`config.mk`:
```
export PLATFORM = sky130hd
export DESIGN_NAME = vga_frame_scanout_flat
export DESIGN_NICKNAME = d
export VERILOG_FILES = /design/src/rtl/vga_frame_scanout_if.sv /design/src/rtl/vga_frame_scanout.sv /design/src/flat_wrapper.sv
export SDC_FILE = /design/constraint.sdc
export NUM_CORES = 1
export LEC_CHECK = 0
export ABC_AREA = 1
export CAP_MARGIN = 0
export CORE_MARGIN = 2
export CORE_UTILIZATION = 64
export CTS_BUF_LIST = sky130_fd_sc_hd__clkbuf_4
export DETAILED_ROUTE_END_ITERATION = 10
export PLACE_DENSITY_LB_ADDON = 0.25
export SLEW_MARGIN = 5
export SYNTH_ARGS = -nofsm -noshare
export SYNTH_HDL_FRONTEND = slang
export SYNTH_SLANG_ARGS = --single-unit
```
`constraint.sdc`:
```
create_clock -name clk -period 11.5 [get_ports clk]
set_input_delay 2.3 -clock clk [delete_from_list [all_inputs] [get_ports clk]]
set_output_delay 2.3 -clock clk [all_outputs]
set_load 0.01 [all_outputs]
```
`src/rtl/vga_frame_scanout_if.sv`:
```
// Frame-buffer read port shared by the scanout engine and the frame RAM.
// The master issues addresses and strobes; the slave returns data one clock later.
interface vga_frame_scanout_if;
   logic [18:0] fb_read_addr;
   logic        fb_rd_en;
   logic [7:0]  fb_data;

   modport master (
      output fb_read_addr,
      output fb_rd_en,
      input  fb_data
   );

   modport slave (
      input  fb_read_addr,
      input  fb_rd_en,
      output fb_data
   );
endinterface

```
`src/rtl/vga_frame_scanout.sv`:
```
// VGA scanout of the zoomed frame buffer, centred in the active area.
// Counters -> address/strobe -> RAM data -> pins, a fixed 3-cycle pipeline.
module vga_frame_scanout #(
   parameter int          H_ACTIVE = 640,
   parameter int          H_FP     = 16,
   parameter int          H_SYNC   = 96,
   parameter int          H_BP     = 48,
   parameter int          V_ACTIVE = 480,
   parameter int          V_FP     = 10,
   parameter int          V_SYNC   = 2,
   parameter int          V_BP     = 33,
   parameter logic [7:0]  BORDER   = 8'h00
) (
   input  logic                 clk,
   input  logic                 rst_n,
   input  logic [2:0]           zoom_level,
   input  logic                 frame_ready,
   vga_frame_scanout_if.master  fb,
   output logic [7:0]           vga_pixel,
   output logic                 vga_hsync,
   output logic                 vga_vsync,
   output logic                 vga_de,
   output logic                 frame_start
);

   localparam int H_TOTAL = H_ACTIVE + H_FP + H_SYNC + H_BP;
   localparam int V_TOTAL = V_ACTIVE + V_FP + V_SYNC + V_BP;
   localparam int HW = $clog2(H_TOTAL);
   localparam int VW = $clog2(V_TOTAL);

   localparam logic [HW-1:0] H_LAST = HW'(H_TOTAL - 1);
   localparam logic [HW-1:0] H_ACT  = HW'(H_ACTIVE);
   localparam logic [HW-1:0] HS_BEG = HW'(H_ACTIVE + H_FP);
   localparam logic [HW-1:0] HS_END = HW'(H_ACTIVE + H_FP + H_SYNC);
   localparam logic [VW-1:0] V_LAST = VW'(V_TOTAL - 1);
   localparam logic [VW-1:0] V_ACT  = VW'(V_ACTIVE);
   localparam logic [VW-1:0] VS_BEG = VW'(V_ACTIVE + V_FP);
   localparam logic [VW-1:0] VS_END = VW'(V_ACTIVE + V_FP + V_SYNC);

   logic          run;
   logic [HW-1:0] h_cnt;
   logic [VW-1:0] v_cnt;
   logic [2:0]    zoom_q;
   logic          ready_q;
   logic [18:0]   addr_cnt;

   logic          origin;
   logic [2:0]    zoom_eff;
   logic          ready_eff;
   logic [1:0]    shift;
   logic [HW-1:0] x0;
   logic [HW-1:0] x1;
   logic [VW-1:0] y0;
   logic [VW-1:0] y1;
   logic          in_win;
   logic          de0;
   logic          hs0;
   logic          vs0;
   logic [18:0]   addr_cur;

   logic          de1, hs1, vs1, fs1;
   logic          win2, de2, hs2, vs2, fs2;

   // Window geometry; at the frame origin the live inputs are used so the
   // very first pixel already reflects the settings being latched.
   always_comb begin
      origin    = (h_cnt == '0) && (v_cnt == '0);
      zoom_eff  = origin ? zoom_level : zoom_q;
      ready_eff = origin ? frame_ready : ready_q;
      shift     = 2'd2;
      unique case (1'b1)
         (zoom_eff == 3'd4): shift = 2'd0;
         (zoom_eff == 3'd3): shift = 2'd1;
         default:            shift = 2'd2;
      endcase
      x0 = (H_ACT - (H_ACT >> shift)) >> 1;
      x1 = x0 + (H_ACT >> shift);
      y0 = (V_ACT - (V_ACT >> shift)) >> 1;
      y1 = y0 + (V_ACT >> shift);
      in_win = run && ready_eff &&
               (h_cnt >= x0) && (h_cnt < x1) &&
               (v_cnt >= y0) && (v_cnt < y1);
      de0 = (h_cnt < H_ACT) && (v_cnt < V_ACT);
      hs0 = !((h_cnt >= HS_BEG) && (h_cnt < HS_END));
      vs0 = !((v_cnt >= VS_BEG) && (v_cnt < VS_END));
      addr_cur = origin ? '0 : addr_cnt;
   end

   // Raster counters, per-frame settings and the linear read address.
   // The first edge after reset only arms the engine, holding (0,0).
   always_ff @(posedge clk or negedge rst_n) begin
      if (!rst_n) begin
         run      <= 1'b0;
         h_cnt    <= '0;
         v_cnt    <= '0;
         zoom_q   <= 3'd0;
         ready_q  <= 1'b0;
         addr_cnt <= '0;
      end else begin
         run <= 1'b1;
         if (run) begin
            if (origin) begin
               zoom_q  <= zoom_level;
               ready_q <= frame_ready;
            end
            addr_cnt <= in_win ? addr_cur + 19'd1 : addr_cur;
            if (h_cnt == H_LAST) begin
               h_cnt <= '0;
               v_cnt <= (v_cnt == V_LAST) ? '0 : v_cnt + 1'b1;
            end else begin
               h_cnt <= h_cnt + 1'b1;
            end
         end
      end
   end

   // Stage 1: read request plus timing flags for the same pixel.
   always_ff @(posedge clk or negedge rst_n) begin
      if (!rst_n) begin
         fb.fb_read_addr <= '0;
         fb.fb_rd_en     <= 1'b0;
         de1             <= 1'b0;
         hs1             <= 1'b1;
         vs1             <= 1'b1;
         fs1             <= 1'b0;
      end else begin
         fb.fb_rd_en <= in_win;
         if (in_win) fb.fb_read_addr <= addr_cur;
         de1 <= run && de0;
         hs1 <= !run || hs0;
         vs1 <= !run || vs0;
         fs1 <= run && origin;
      end
   end

   // Stage 2: flags wait while the RAM produces data.
   always_ff @(posedge clk or negedge rst_n) begin
      if (!rst_n) begin
         win2 <= 1'b0;
         de2  <= 1'b0;
         hs2  <= 1'b1;
         vs2  <= 1'b1;
         fs2  <= 1'b0;
      end else begin
         win2 <= fb.fb_rd_en;
         de2  <= de1;
         hs2  <= hs1;
         vs2  <= vs1;
         fs2  <= fs1;
      end
   end

   // Stage 3: pixel select and registered pins.
   always_ff @(posedge clk or negedge rst_n) begin
      if (!rst_n) begin
         vga_pixel   <= 8'h00;
         vga_hsync   <= 1'b1;
         vga_vsync   <= 1'b1;
         vga_de      <= 1'b0;
         frame_start <= 1'b0;
      end else begin
         vga_pixel   <= win2 ? fb.fb_data : (de2 ? BORDER : 8'h00);
         vga_hsync   <= hs2;
         vga_vsync   <= vs2;
         vga_de      <= de2;
         frame_start <= fs2;
      end
   end

endmodule

```
`src/flat_wrapper.sv`:
```
// flat-port wrapper written by rule: the top's interface ports become plain ports
module vga_frame_scanout_flat 
#(
   parameter int          H_ACTIVE = 640,
   parameter int          H_FP     = 16,
   parameter int          H_SYNC   = 96,
   parameter int          H_BP     = 48,
   parameter int          V_ACTIVE = 480,
   parameter int          V_FP     = 10,
   parameter int          V_SYNC   = 2,
   parameter int          V_BP     = 33,
   parameter logic [7:0]  BORDER   = 8'h00
)
  (clk, rst_n, zoom_level, frame_ready, vga_pixel, vga_hsync, vga_vsync, vga_de, frame_start, fb_fb_read_addr, fb_fb_rd_en, fb_fb_data);
  vga_frame_scanout_if fb_i ();
  input  logic clk;
  input  logic rst_n;
  input  logic [2:0] zoom_level;
  input  logic frame_ready;
  output logic [7:0] vga_pixel;
  output logic vga_hsync;
  output logic vga_vsync;
  output logic vga_de;
  output logic frame_start;
  output wire logic [$bits(fb_i.fb_read_addr)-1:0] fb_fb_read_addr;
  output wire logic [$bits(fb_i.fb_rd_en)-1:0] fb_fb_rd_en;
  input wire logic [$bits(fb_i.fb_data)-1:0] fb_fb_data;
  assign fb_fb_read_addr = fb_i.fb_read_addr;
  assign fb_fb_rd_en = fb_i.fb_rd_en;
  assign fb_i.fb_data = fb_fb_data;
  vga_frame_scanout #(.H_ACTIVE(H_ACTIVE), .H_FP(H_FP), .H_SYNC(H_SYNC), .H_BP(H_BP), .V_ACTIVE(V_ACTIVE), .V_FP(V_FP), .V_SYNC(V_SYNC), .V_BP(V_BP), .BORDER(BORDER)) u_core (.clk(clk), .rst_n(rst_n), .zoom_level(zoom_level), .frame_ready(frame_ready), .fb(fb_i), .vga_pixel(vga_pixel), .vga_hsync(vga_hsync), .vga_vsync(vga_vsync), .vga_de(vga_de), .frame_start(frame_start));
endmodule
```
== Word level (Yosys, flattened, before mapping) ==
Cells that the tools add are included.
Operators by class
  equal/unequal tests: 4
  shift-type cells: 2
  reduce and logical (&&, ||, !) cells: 19
  mux-type cells: 8
  order comparisons: 10
  add/subtract/negate cells: 7
Operators with widths (count)
  $mux W19: 2
  $add A10 B1 Y10 const B: 2
  $add A9 B10 Y10: 2
  $eq A10 B10 Y1 const B: 2
  $ge A10 B9 Y1: 2
  $logic_not A10 Y1: 2
  $lt A10 B10 Y1: 2
  $lt A10 B10 Y1 const B: 2
  $lt A10 B9 Y1 const B: 2
  $mux W10: 2
  $add A19 B1 Y19 const B: 1
  $logic_and A1 B1 Y1: 11
  $ge A10 B10 Y1 const B: 1
  $ge A10 B9 Y1 const B: 1
  $shr A10 B2 Y10 const A: 1
  $shr A9 B2 Y10 const A: 1
  $sub A10 B10 Y10 const A: 1
  $sub A9 B10 Y10 const A: 1
  $mux W8: 1
  $pmux W2 S2: 1
  $eq A3 B2 Y1 const B: 1
  $eq A3 B3 Y1 const B: 1
  $logic_not A1 Y1: 3
  $mux W3: 1
  3 further kinds: 4
Word-level totals
  logic and storage cells: 72
  bits in registers: 85
  bits of input ports: 14
  output and inout bits: 32

== Logic depth before layout (Yosys ltp) ==
  depth after elaboration: 13
  mapped depth: 31
  mapped depth without buffers: 29

== Least setup slack after synthesis ==
OpenSTA, ideal clock, no wires.
  kind: input to register
  start point: in zoom_level[0]
  end point: reg u_core.fb.fb_read_addr[10]
  stages: 19
  path slack: 6866 ps
  arrival: 4512 ps
  data required time: 11378 ps
  buffers on the path: 2
  library setup time: 122 ps
  cell sequence: mux2i_1 > nor2_1 > nand2_2 > o21ai_2 > ha_1 > inv_1 > ha_1 > o21ai_0 > ha_1 > nand2_1 > nor2_1 > nor2_1 > nand2_1 > nor2_1 > nand2_2 > buf_6 > buf_2 > nand2_1 > o21ai_1
Between the ends
  longest elaborated chain between the ends: 10
  elaborated cells on any way between the ends: 18
  classes of those cells: add/sub (4); order compare (4); eq/ne (2); shift (2); mux (2); reduce/logical (4)
RTL lines
  from (decl): line flat_wrapper.sv:18  | input logic [2:0] zoom_level;
  $mux W3 *: line vga_frame_scanout.sv:68  | zoom_eff = origin ? zoom_level : zoom_q;
  $eq A3 B2 Y1 / $eq A3 B3 Y1 (equally long branches): line vga_frame_scanout.sv:73, vga_frame_scanout.sv:72
  $pmux W2 S2 *: line vga_frame_scanout.sv:71  | unique case (1'b1)
  $shr A10 B2 Y10: line vga_frame_scanout.sv:76, vga_frame_scanout.sv:77
  $sub A10 B10 Y10: line vga_frame_scanout.sv:76  | x0 = (H_ACT - (H_ACT >> shift)) >> 1;
  $add A9 B10 Y10 / $ge A10 B9 Y1 (equally long branches): line vga_frame_scanout.sv:77, vga_frame_scanout.sv:81
  $lt A10 B10 Y1 / $logic_and A1 B1 Y1 (equally long branches): line vga_frame_scanout.sv:81, vga_frame_scanout.sv:80
  $logic_and A1 B1 Y1 (2 in series): line vga_frame_scanout.sv:81  | (h_cnt >= x0) && (h_cnt < x1) &&
  $logic_and A1 B1 Y1 *: line vga_frame_scanout.sv:82  | (v_cnt >= y0) && (v_cnt < y1);
  to (signal assigned): line vga_frame_scanout.sv:128  | if (in_win) fb.fb_read_addr <= addr_cur;
  to (decl): line vga_frame_scanout_if.sv:9  | output fb_read_addr,
Every way passes the cells marked *; elsewhere a longest branch is shown, timed or not.
A chain may end at the register's enable or synchronous reset.

== Worst setup path after layout ==
  start point: in zoom_level[0]
  end point: reg u_core.addr_cnt[10]
Between the ends
  longest elaborated chain between the ends: 11
  elaborated cells on any way between the ends: 19
  classes of those cells: add/sub (4); order compare (4); eq/ne (2); shift (2); mux (3); reduce/logical (4)
RTL lines
  $mux W3 *: line vga_frame_scanout.sv:68
  $eq A3 B2 Y1 / $eq A3 B3 Y1 (equally long branches): line vga_frame_scanout.sv:73, vga_frame_scanout.sv:72
  $pmux W2 S2 *: line vga_frame_scanout.sv:71
  $shr A10 B2 Y10: line vga_frame_scanout.sv:76, vga_frame_scanout.sv:77
  $sub A10 B10 Y10: line vga_frame_scanout.sv:76
  $add A9 B10 Y10 / $ge A10 B9 Y1 (equally long branches): line vga_frame_scanout.sv:77, vga_frame_scanout.sv:81
  $lt A10 B10 Y1 / $logic_and A1 B1 Y1 (equally long branches): line vga_frame_scanout.sv:81, vga_frame_scanout.sv:80
  $logic_and A1 B1 Y1 (2 in series): line vga_frame_scanout.sv:81
  $logic_and A1 B1 Y1 *: line vga_frame_scanout.sv:82
  $mux W19 *: line vga_frame_scanout.sv:106  | addr_cnt <= in_win ? addr_cur + 19'd1 : addr_cur;
  to (signal assigned): line vga_frame_scanout.sv:106
  to (decl): line vga_frame_scanout.sv:45  | logic [18:0] addr_cnt;
Marked as above.

==> results.md <==
Run status:
- The run finished with clean final reports.

Global route:
- The initial antenna violation count is 0.
- The routing usage on met3 is 3.92%.
- met2 is the most crowded layer.
- The global-route wire length before repair is ~17 mm.
- The total congestion overflow is 0.
- The number of global-route vias before repair is between 3,000 and 4,000.
- For this run, the total global-route usage over all layers was measured as 26.4%.
- The global routing met1 resource utilization is 37.3%.
- The met2 track demand over resource is 42.0%.
- The maximum number of pins on one net before global-route repair is 86.

Synth:
- The synthesized design contains 85 register bits.
- Summing the sequential cell areas from Yosys gives about 45% of the chip area.
- After synthesis the cells add up to between 4000 and 5000 µm².
- The synthesized area per cell is 7.91 µm².
- The synthesized design devotes to its leading area cell type between 40% and 50% of total area.
- The largest total area in the synthesized netlist belongs to sky130_fd_sc_hd__dfrtp_1.
- The fraction of registers with async set or reset after synthesis is 100%.
- The count of synthesis-stage warnings from yosys is 0.
- The synthesized instance count is 606.
- The top flip-flop cell by instance count after synthesis is sky130_fd_sc_hd__dfrtp_1.
- The netlist uses 39 different library cells.
- Sorting the synthesized cells by area gives the leading types as sky130_fd_sc_hd__dfrtp_1 41%, sky130_fd_sc_hd__nand2_1 12%, sky130_fd_sc_hd__inv_1 7.7%.
- The count of flip-flops with a built-in enable after synthesis is 0.
- Synthesis produced a netlist with a net count of approximately 650.

Floorplan:
- The die covers ~8200 µm².
- The number of I/O pins is between 40 and 50.
- For this configuration, the core starts out at a cell density of between 60% and 70%.
- The horizontal die dimension is about 91 µm.
- The core outline area is 7250 µm².
- From bottom edge to top edge, the die measures about 91 µm.
- The count of standard-cell rows is 31.

Clock network:
- The number of hold buffers added after CTS was 0.
- The largest buffer count on any clock path is 2.
- After clock tree synthesis, the repair step resized 0 gates.
- Buffers inserted during clock tree synthesis total 9.
- The H-tree generated during clock tree synthesis spans 3 levels.
- After clock tree synthesis, the clock-pin slew on the worst setup and hold paths is ~150 ps.
- Clock tree synthesis selected as its root buffer the cell sky130_fd_sc_hd__clkbuf_4.
- Clock latency on the worst-skew pair, taken at its later pin, is 450 ps.
- In this run the post-CTS setup repair buffer count came out at 0.
- The CTS tree is done.
- CTS saw 85 sinks.

Worst hold path:
- In this run the most critical hold path is launched from u_core.de1.
- The tightest min-delay check is of the reg2reg type.
- The end of the worst hold path is u_core.de2.
- The number of stages on the worst hold path is 0.

Pwr:
- The peak ir drop on the vdd network is 0.0921 mV.
- The power per cell area is roughly 140 nW/µm².
- The standby leakage power is between 2 and 3 nW.

Layout:
- The post-route netlist has 7.50% of its cells at a drive strength greater than 1.
- The antenna diode count is 0.
- The final-layout fill cell count is about 570.
- For this run, the post-layout net count is ~700.
- In the layout the commonest cells are 158 x sky130_fd_sc_hd__nand2_1, 98 x sky130_fd_sc_hd__inv_1, 79 x sky130_fd_sc_hd__dfrtp_1, 54 x sky130_fd_sc_hd__nor2_1, 44 x sky130_fd_sc_hd__clkdlybuf4s50_1.
- The most frequent standard cell in the layout excluding fill and tap cells is sky130_fd_sc_hd__nand2_1.
- The synthesis-to-layout area growth is 12.3%.

Critical path:
- The worst register-to-register path begins at u_core.v_cnt[1].
- Measured in cells, the most critical reg-to-reg path has a length of 26.
- The worst setup path category is in2reg.
- In this design, the critical path's most frequently occurring cell is sky130_fd_sc_hd__nor2_1.
- STA puts the critical path data arrival time at 5920 ps.
- Among all stages on the critical path, the largest delay is contributed by sky130_fd_sc_hd__nand2_2.
- Of all nets on the critical path, the largest fanout is 47.
- The endpoint kind of the worst setup timing path is a flop.
- The endpoint of the most critical register-to-register path is u_core.addr_cnt[10].
- The maximum single-stage delay on the critical path is roughly 530 ps.
- Data on the critical path is required at its endpoint by roughly 12,000 ps.
- STA classifies the critical path startpoint as an input port.
- The critical path goes through clkdlybuf4s50_1, mux2i_1, nor2_1, nand2_2, o21ai_2, ha_1, inv_1, ha_1, o21ai_0, ha_1, nand2_1, nor2_1, nor2_1, nand2_1, nor2_1, nand2_2, nor2_2, nand3_1, nand2_1, inv_1.
- In this run the register-to-register setup slack is between 6000 and 7000 ps.

Job:
- The tool flagged a number of max-cap violations equal to 0.

Timing:
- The clock arrives with ~20 ps of skew.
- Setup repair after global routing left no endpoint under its margin.
- The max-slew violation count is 0.
- Setup violations remaining at the end of the flow were counted as 0.
- For the pin with the worst max-slew slack, the measured transition is approximately 1000 ps.
- The maximum clock frequency is roughly 180 MHz.
- The post-route setup TNS is 0 ps.
- Across all hold checks on the routed design, the worst slack comes to 347 ps.
- In this run the tightest slew margin relative to its limit is between 30% and 40%.
- The final critical path takes up 48.4% of the cycle.
- The number of hold violations in the final report was 0.
- The routed design could run at a clock period as short as 5570 ps.

Placed design:
- The congestion estimate from routability-driven global placement came to about 0.9.
- Port buffering added 45 buffers.
- The wire-length estimate of the detail-placed layout is roughly 7.3 mm.

Detailed routing:
- After detailed routing, the number of vias per cell comes to around 5.4.
- The number of DRC markers after the initial detailed-route iteration is between 200 and 300.
- The count of nets left with antenna violations once routing finished came out at 0.
- The final route contains between 4,000 and 5,000 vias.
- The first-pass iteration count of the detailed router is 5.
- Dividing the detail-routed wire length by the instance count gives roughly 13 µm.
- After detailed routing, the number of remaining DRC violations is 0.
- The final layout contains routed wiring with a total length of ~10 mm.
## cell usage after synthesis (3+ instances only)
cell type,n
sky130_fd_sc_hd__xor2_1,3
sky130_fd_sc_hd__nand3_1,42
sky130_fd_sc_hd__nand2_1,158
sky130_fd_sc_hd__inv_1,98
sky130_fd_sc_hd__buf_6,7
sky130_fd_sc_hd__nor2_1,54
sky130_fd_sc_hd__o21ai_0,16
sky130_fd_sc_hd__dfrtp_1,79
sky130_fd_sc_hd__nand4_1,10
sky130_fd_sc_hd__dfstp_2,6
sky130_fd_sc_hd__ha_1,29
sky130_fd_sc_hd__clkbuf_1,4
sky130_fd_sc_hd__nand2_2,4
sky130_fd_sc_hd__o21ai_1,21
sky130_fd_sc_hd__buf_2,3
sky130_fd_sc_hd__a2111oi_0,3
sky130_fd_sc_hd__nor3_1,11
sky130_fd_sc_hd__a21oi_1,12
sky130_fd_sc_hd__xnor2_1,5
sky130_fd_sc_hd__nor2_4,4
sky130_fd_sc_hd__nor2_2,12
## logic make-up after synthesis
logic type / Yosys count / synth area share (%)
muxes: 3 / 0.887
xor gates and xnor gates: 8 / 1.46
other: 1 / 0.0782
AOI/OAI and AO/OA: 61 / 7.20
adders and majority gates: 29 / 7.57
and+or+nand+nor: 304 / 28.1
DFF: 85 / 44.5
buffers and inverters: 115 / 10.2
## power breakdown
| group | internal, mW | switching, mW | total [mW] |
|---|---|---|---|
| clock network | 0.0474 | 0.112 | 0.159 |
| registers | 0.330 | 0.0327 | 0.363 |
| logic | 0.0808 | 0.140 | 0.221 |
## worst max-delay path by stage
stage                                 end          start  cells after the start  slack [ps]
4_1_cts               u_core.addr_cnt[10]  zoom_level[0]                     20        5980
5_1_grt               u_core.addr_cnt[10]  zoom_level[1]                     20        5580
3_3_place_gp          u_core.addr_cnt[12]  zoom_level[0]                     20        5660
2_1_floorplan  u_core.fb.fb_read_addr[10]  zoom_level[0]                     19        6870
3_5_place_dp          u_core.addr_cnt[12]  zoom_level[0]                     20        5510
6_report              u_core.addr_cnt[10]  zoom_level[0]                     20        5930
## area by class of cell
class / count / area (µm²) / area share (%)
inverters: 101 / 379 / 7.04
multi-input cells: 406 / 2170 / 40.4
repair buffers: 45 / 448 / 8.32
flip-flops and latches: 85 / 2130 / 39.7
well taps: 99 / 124 / 2.30
clock buffers: 9 / 67.6 / 1.26
clock inverters: 7 / 57.6 / 1.07
## critical path, delay by kind of cell
kind	cells	cell delay [ps]
adders and majority gates	3	690
and+or+nand+nor	11	1900
AOI/OAI and AO/OA	2	350
buffers and inverters	3	560
muxes	1	90
## flip-flops by register name, summed over array words and instances, names as in the netlist
register,count
u_core.addr_cnt,19
u_core.fb.fb_read_addr,19
u_core.h_cnt,10
u_core.v_cnt,10
u_core.vga_pixel,8
u_core.zoom_q,3
u_core.de1,1
u_core.de2,1
u_core.fb.fb_rd_en,1
u_core.frame_start,1
u_core.fs1,1
u_core.fs2,1
u_core.hs1,1
u_core.hs2,1
u_core.ready_q,1
u_core.run,1
u_core.vga_de,1
u_core.vga_hsync,1
u_core.vga_vsync,1
u_core.vs1,1
u_core.vs2,1
u_core.win2,1
## metal layers
| layer | up-vias | wire (µm) |
|---|---|---|
| li1 | 2000 | - |
| met1 | 1905 | 4790 |
| met2 | 143 | 4580 |
| met3 | 15 | 571 |
| met4 | 0 | 146 |
| met5 | - | 0 |
## through the flow
step | utilization, % | cells | area [µm²] | total power [mW] | setup slack (ps)
final | 74.2 | 752 | 5380 | 0.743 | 5930
after global placement | 72.5 | 736 | 5260 | 0.575 | 5660
after CTS | 74.2 | 752 | 5380 | 0.744 | 5980
after detailed placement | 72.5 | 736 | 5260 | 0.586 | 5510
after floorplan | - | 606 | 4790 | 0.528 | 6870
after global routing | 74.2 | 752 | 5380 | 0.797 | 5580
Power figures use the tool's default switching activity.
==> patch 1, RTL diff (config.mk and constraints unchanged) <==
Register the output `vga_hsync` once more; this adds one clock of latency there. The other outputs are not delayed to match.
--- a/src/rtl/vga_frame_scanout.sv
+++ b/src/rtl/vga_frame_scanout.sv
@@ -36,6 +36,8 @@
    localparam logic [VW-1:0] V_ACT  = VW'(V_ACTIVE);
    localparam logic [VW-1:0] VS_BEG = VW'(V_ACTIVE + V_FP);
    localparam logic [VW-1:0] VS_END = VW'(V_ACTIVE + V_FP + V_SYNC);
+
+   logic vga_hsync_s0;
 
    logic          run;
    logic [HW-1:0] h_cnt;
@@ -154,18 +156,22 @@
    always_ff @(posedge clk or negedge rst_n) begin
       if (!rst_n) begin
          vga_pixel   <= 8'h00;
-         vga_hsync   <= 1'b1;
+         vga_hsync_s0 <= 1'b1;
          vga_vsync   <= 1'b1;
          vga_de      <= 1'b0;
          frame_start <= 1'b0;
       end else begin
          vga_pixel   <= win2 ? fb.fb_data : (de2 ? BORDER : 8'h00);
-         vga_hsync   <= hs2;
+         vga_hsync_s0 <= hs2;
          vga_vsync   <= vs2;
          vga_de      <= de2;
          frame_start <= fs2;
       end
    end
 
+   always_ff @(posedge clk) begin
+      vga_hsync <= vga_hsync_s0;
+   end
+
 endmodule
 
Behaviour: no difference found for any inputs over 10 cycles, from zero or initial values and one cycle with rst_n low; that may be too few to reach the edited logic, so the function may still have changed.
==> patch 1 against the unedited design <==
Synthesized cell count rose by 0.17%; via count fell by 0.37%; total power barely moved; worst setup slack got worse by 87 ps; clock power fell by 4%; area after synthesis rose by 0.42%; final area rose by 0.23%; wire length rose by 0.82%; non-clock buffer count did not move; sequential cell count rose by 1; critical path type unchanged; largest cell class unchanged.
==> patch 1: results (changes against the unedited design) <==
* Number of placed instances with taps included at 737 (was 736)
* Number of antenna violations at the first check in global routing at 0 (unchanged)
* Hold path start: u_core.fs1 (was u_core.de1)
* Peak supply drop at 0.100 mV (was 0.0921 mV)
* GRT Resource Usage Total at 0.268 (was 0.264)
* Post-synthesis instance total at 607 (was 606)
* Worst path max stage delay at 500 ps (was 530 ps)
* Leakage component of the power at 2.76 nW (about the same)
* Wire length of the first global-routing pass at 17.7 mm (was 17.5 mm)
* Worst setup EP type: register (unchanged)
* Post-synth ARST share at 0.988 (was 1.00)
* Count of cell types in the netlist at 40 (was 39)
* Total iterations of the first detailed-routing run at 6 (was 5)
* First-iteration detailed-routing DRC count at 317 (was 280)
* Antenna cells at 0 (unchanged)
* Max-Slew Margin vs Limit at 0.313 (was 0.306)
* End point of the worst hold path: u_core.fs2 (was u_core.de2)
* Fraction of synthesized area in multiplexers at 0.00884 (was 0.00887)
* Data arrival time of the worst path at 6020 ps (was 5920 ps)
* Worst reg2reg setup slack at 6420 ps (was 6490 ps)
* Placed wire-length estimate at 7.44 mm (was 7.32 mm)
* End of the worst register-to-register path: u_core.addr_cnt[10] (unchanged)
* Number of vias per cell at 5.38 (was 5.40)
* Largest cells by area after synthesis: sky130_fd_sc_hd__dfrtp_1 41%, sky130_fd_sc_hd__nand2_1 12%, sky130_fd_sc_hd__inv_1 7.6%, sky130_fd_sc_hd__ha_1 7.5%, sky130_fd_sc_hd__nand3_1 4.4% (was sky130_fd_sc_hd__dfrtp_1 41%, sky130_fd_sc_hd__nand2_1 12%, sky130_fd_sc_hd__inv_1 7.7%, sky130_fd_sc_hd__ha_1 7.6%, sky130_fd_sc_hd__nand3_1 4.4%)
* Final weighted congestion in routability-driven placement at 0.889 (was 0.878)
* Switch Pwr at 0.283 mW (was 0.285 mW)
* Fraction of final layout cells with drive strength greater than 1 at 0.0749 (was 0.0750)
* Number of buffers created by CTS at 9 (unchanged)
* Worst-case clock buffer depth at 2 (unchanged)
* Outcome: complete, no violations (unchanged)
* Post-synthesis share of cell area spent on xor and xnor gates at 0.0146 (about the same)
* Commonest register cell after synthesis: sky130_fd_sc_hd__dfrtp_1 (unchanged)
* Number of global-route vias before repair at 3808 (was 3764)
* Cell family with the largest share of critical-path delay: simple AND/OR/NAND/NOR gates (unchanged)
* Share of the synthesized area in compound gates (AO/OA/AOI/OAI) at 0.0717 (was 0.0720)
* Post-DR wirelength/cell at 13.5 um (was 13.4 um)
* Count of nets after finishing at 692 (was 691)
* Area share of fa/ha/maj cells after synthesis at 0.0754 (was 0.0757)
* Synthesized net count at 650 (was 649)
* Worst hold path depth at 0 (unchanged)
* Crit path max fanout at 47 (unchanged)
* Final setup skew at 19.7 ps (was 20.4 ps)
* Path category of the worst min-delay check: reg2reg (unchanged)
* Post-layout instance count excluding filler cells at 753 (was 752)
* Critical path origin: zoom_level[0] (unchanged)
* Sequential-to-total area share from yosys stat at 0.448 (was 0.445)
[patch 1: metrics by stage]
| step | hold slack, ps | area, um^2 | setup WS [ps] | total power, mW |
|---|---|---|---|---|
| CTS | 356 | 5400 | 5930 | 0.743 |
| global placement | 332 | 5280 | 5650 | 0.580 |
| finish | 357 | 5400 | 5840 | 0.743 |
| floorplan | 331 | 4810 | 6870 | 0.531 |
| detailed placement | 336 | 5280 | 5460 | 0.591 |
| global route | 358 | 5400 | 5550 | 0.798 |
[patch 1: routing by layer]
metal,share of wire,up-vias,routed length [um],global-route usage
li1,-,2018,-,-
met1,0.47,1863,4780,0.380
met2,0.45,155,4570,0.416
met3,0.068,12,688,0.0576
met4,0.013,0,129,0.0795
met5,0,-,0,0
[patch 1: area by class of cell]
cell class | count | area, um^2
inverters | 101 | 379
clock inverters | 7 | 50.0
repair buffers | 45 | 448
well taps | 99 | 124
fillers | 572 | 1860
multi-input cells | 406 | 2170
flip-flops and latches | 86 | 2150
clock buffers | 9 | 67.6
==> patch 2, RTL diff (same settings) <==
Made on the original files. `V_FP` is set to 10 in 2 places; all go to 9.
--- a/src/rtl/vga_frame_scanout.sv
+++ b/src/rtl/vga_frame_scanout.sv
@@ -6,7 +6,7 @@
    parameter int          H_SYNC   = 96,
    parameter int          H_BP     = 48,
    parameter int          V_ACTIVE = 480,
-   parameter int          V_FP     = 10,
+   parameter int          V_FP     = 9,
    parameter int          V_SYNC   = 2,
    parameter int          V_BP     = 33,
    parameter logic [7:0]  BORDER   = 8'h00
--- a/src/flat_wrapper.sv
+++ b/src/flat_wrapper.sv
@@ -6,7 +6,7 @@
    parameter int          H_SYNC   = 96,
    parameter int          H_BP     = 48,
    parameter int          V_ACTIVE = 480,
-   parameter int          V_FP     = 10,
+   parameter int          V_FP     = 9,
    parameter int          V_SYNC   = 2,
    parameter int          V_BP     = 33,
    parameter logic [7:0]  BORDER   = 8'h00
Formal check against the unedited RTL: same outputs for any inputs over 10 cycles, from zero or initial values and one cycle with rst_n low; that may be too few to reach the edited logic, so the function may still have changed.
==> patch 2 against the unedited design <==
Die area rose by 1.0%; first-iteration DRC count rose by 24%; total power rose by 7.6%; worst setup slack got worse by 210 ps; final area rose by 2.1%; wire length rose by 9.6%; sequential cell count did not move; area after synthesis rose by 1.1%; hold slack improved by 18 ps; largest cell class unchanged; highest routed layer unchanged.
==> patch 2: results (changes against the unedited design) <==
* Number of global-route vias before repair at 3943 (was 3764)
* First-iteration detailed-routing DRC count at 348 (was 280)
* Peak supply drop at 0.101 mV (was 0.0921 mV)
* Switch Pwr at 0.312 mW (was 0.285 mW)
* Synthesized net count at 665 (was 649)
* Measured slew at the worst slew-check pin at 1030 ps (was 1040 ps)
* Worst path max stage delay at 500 ps (was 530 ps)
* Number of vias per cell at 5.61 (was 5.40)
* Final weighted congestion in routability-driven placement at 0.900 (was 0.878)
* Detailed-routed wire length on met3 at 963 um (was 571 um)
* Worst reg2reg setup slack at 6390 ps (was 6490 ps)
* Most instantiated cells after synthesis: 155 x sky130_fd_sc_hd__nand2_1, 97 x sky130_fd_sc_hd__inv_1, 79 x sky130_fd_sc_hd__dfrtp_1, 62 x sky130_fd_sc_hd__nor2_1, 42 x sky130_fd_sc_hd__nand3_1 (was 158 x sky130_fd_sc_hd__nand2_1, 98 x sky130_fd_sc_hd__inv_1, 79 x sky130_fd_sc_hd__dfrtp_1, 54 x sky130_fd_sc_hd__nor2_1, 42 x sky130_fd_sc_hd__nand3_1)
* Post-layout instance count excluding filler cells at 767 (was 752)
* Minimum hold slack at 365 ps (was 347 ps)
* Wire length on met2 at 5.02 mm (was 4.58 mm)
* End point of the worst hold path: u_core.vga_de (was u_core.de2)
* Crit path max fanout at 51 (was 47)
* Sequential-to-total area share from yosys stat at 0.440 (was 0.445)
* Outcome: complete, no violations (unchanged)
* Leakage component of the power at 2.81 nW (was 2.76 nW)
* Flop+latch power at 0.373 mW (was 0.363 mW)
* Data arrival time of the worst path at 6150 ps (was 5920 ps)
* Largest cells by area after synthesis: sky130_fd_sc_hd__dfrtp_1 41%, sky130_fd_sc_hd__nand2_1 12%, sky130_fd_sc_hd__ha_1 8.0%, sky130_fd_sc_hd__inv_1 7.5%, sky130_fd_sc_hd__nor2_1 4.8% (was sky130_fd_sc_hd__dfrtp_1 41%, sky130_fd_sc_hd__nand2_1 12%, sky130_fd_sc_hd__inv_1 7.7%, sky130_fd_sc_hd__ha_1 7.6%, sky130_fd_sc_hd__nand3_1 4.4%)
* Count of fill cells added during filler insertion at 576 (was 568)
* Final setup skew at 23.3 ps (was 20.4 ps)
* Share of the clock period used by the worst path at 0.502 (was 0.484)
* Placed wire-length estimate at 7.99 mm (was 7.32 mm)
* Hold path start: u_core.de2 (was u_core.de1)
* Reported clock group power at 0.190 mW (was 0.159 mW)
* Number of placed instances with taps included at 751 (was 736)
==> patch 2: cell count changes in the layout (fill, tap and decap cells not counted), sizes merged, moves of 2 or more <==
| cell | change |
|---|---|
| nor2 | +3 |
| nand2 | -4 |
| o31ai | +9 |
| xor2 | +2 |
| o21ai | -6 |
| xnor2 | -5 |
| nor3b | +2 |
| nand4 | +10 |
| nor3 | +4 |
| a2111oi | -3 |
| ha | +2 |
| o21a | +2 |
| o211a | -2 |
==> patch 2: layout make-up <==
type	count	area, um^2	area share
Sequential cell	85	2130	0.388
Tap cell	99	124	0.0225
Clock buffer	9	67.6	0.0123
Timing Repair Buffer	45	448	0.0815
Inverter	103	387	0.0703
Multi-Input combinational cell	419	2240	0.408
Clock inverter	7	92.6	0.0168
==> patch 2: cells by family after synthesis <==
logic type      after synthesis  share of synthesized area
mux                           3                    0.00878
other cells                   1                   0.000774
flops                        85                      0.440
simple gates                318                      0.293
fa+ha+maj                    31                     0.0800
xor+xnor                      5                    0.00904
compound gates               61                     0.0713
buf+inv                     116                     0.0963
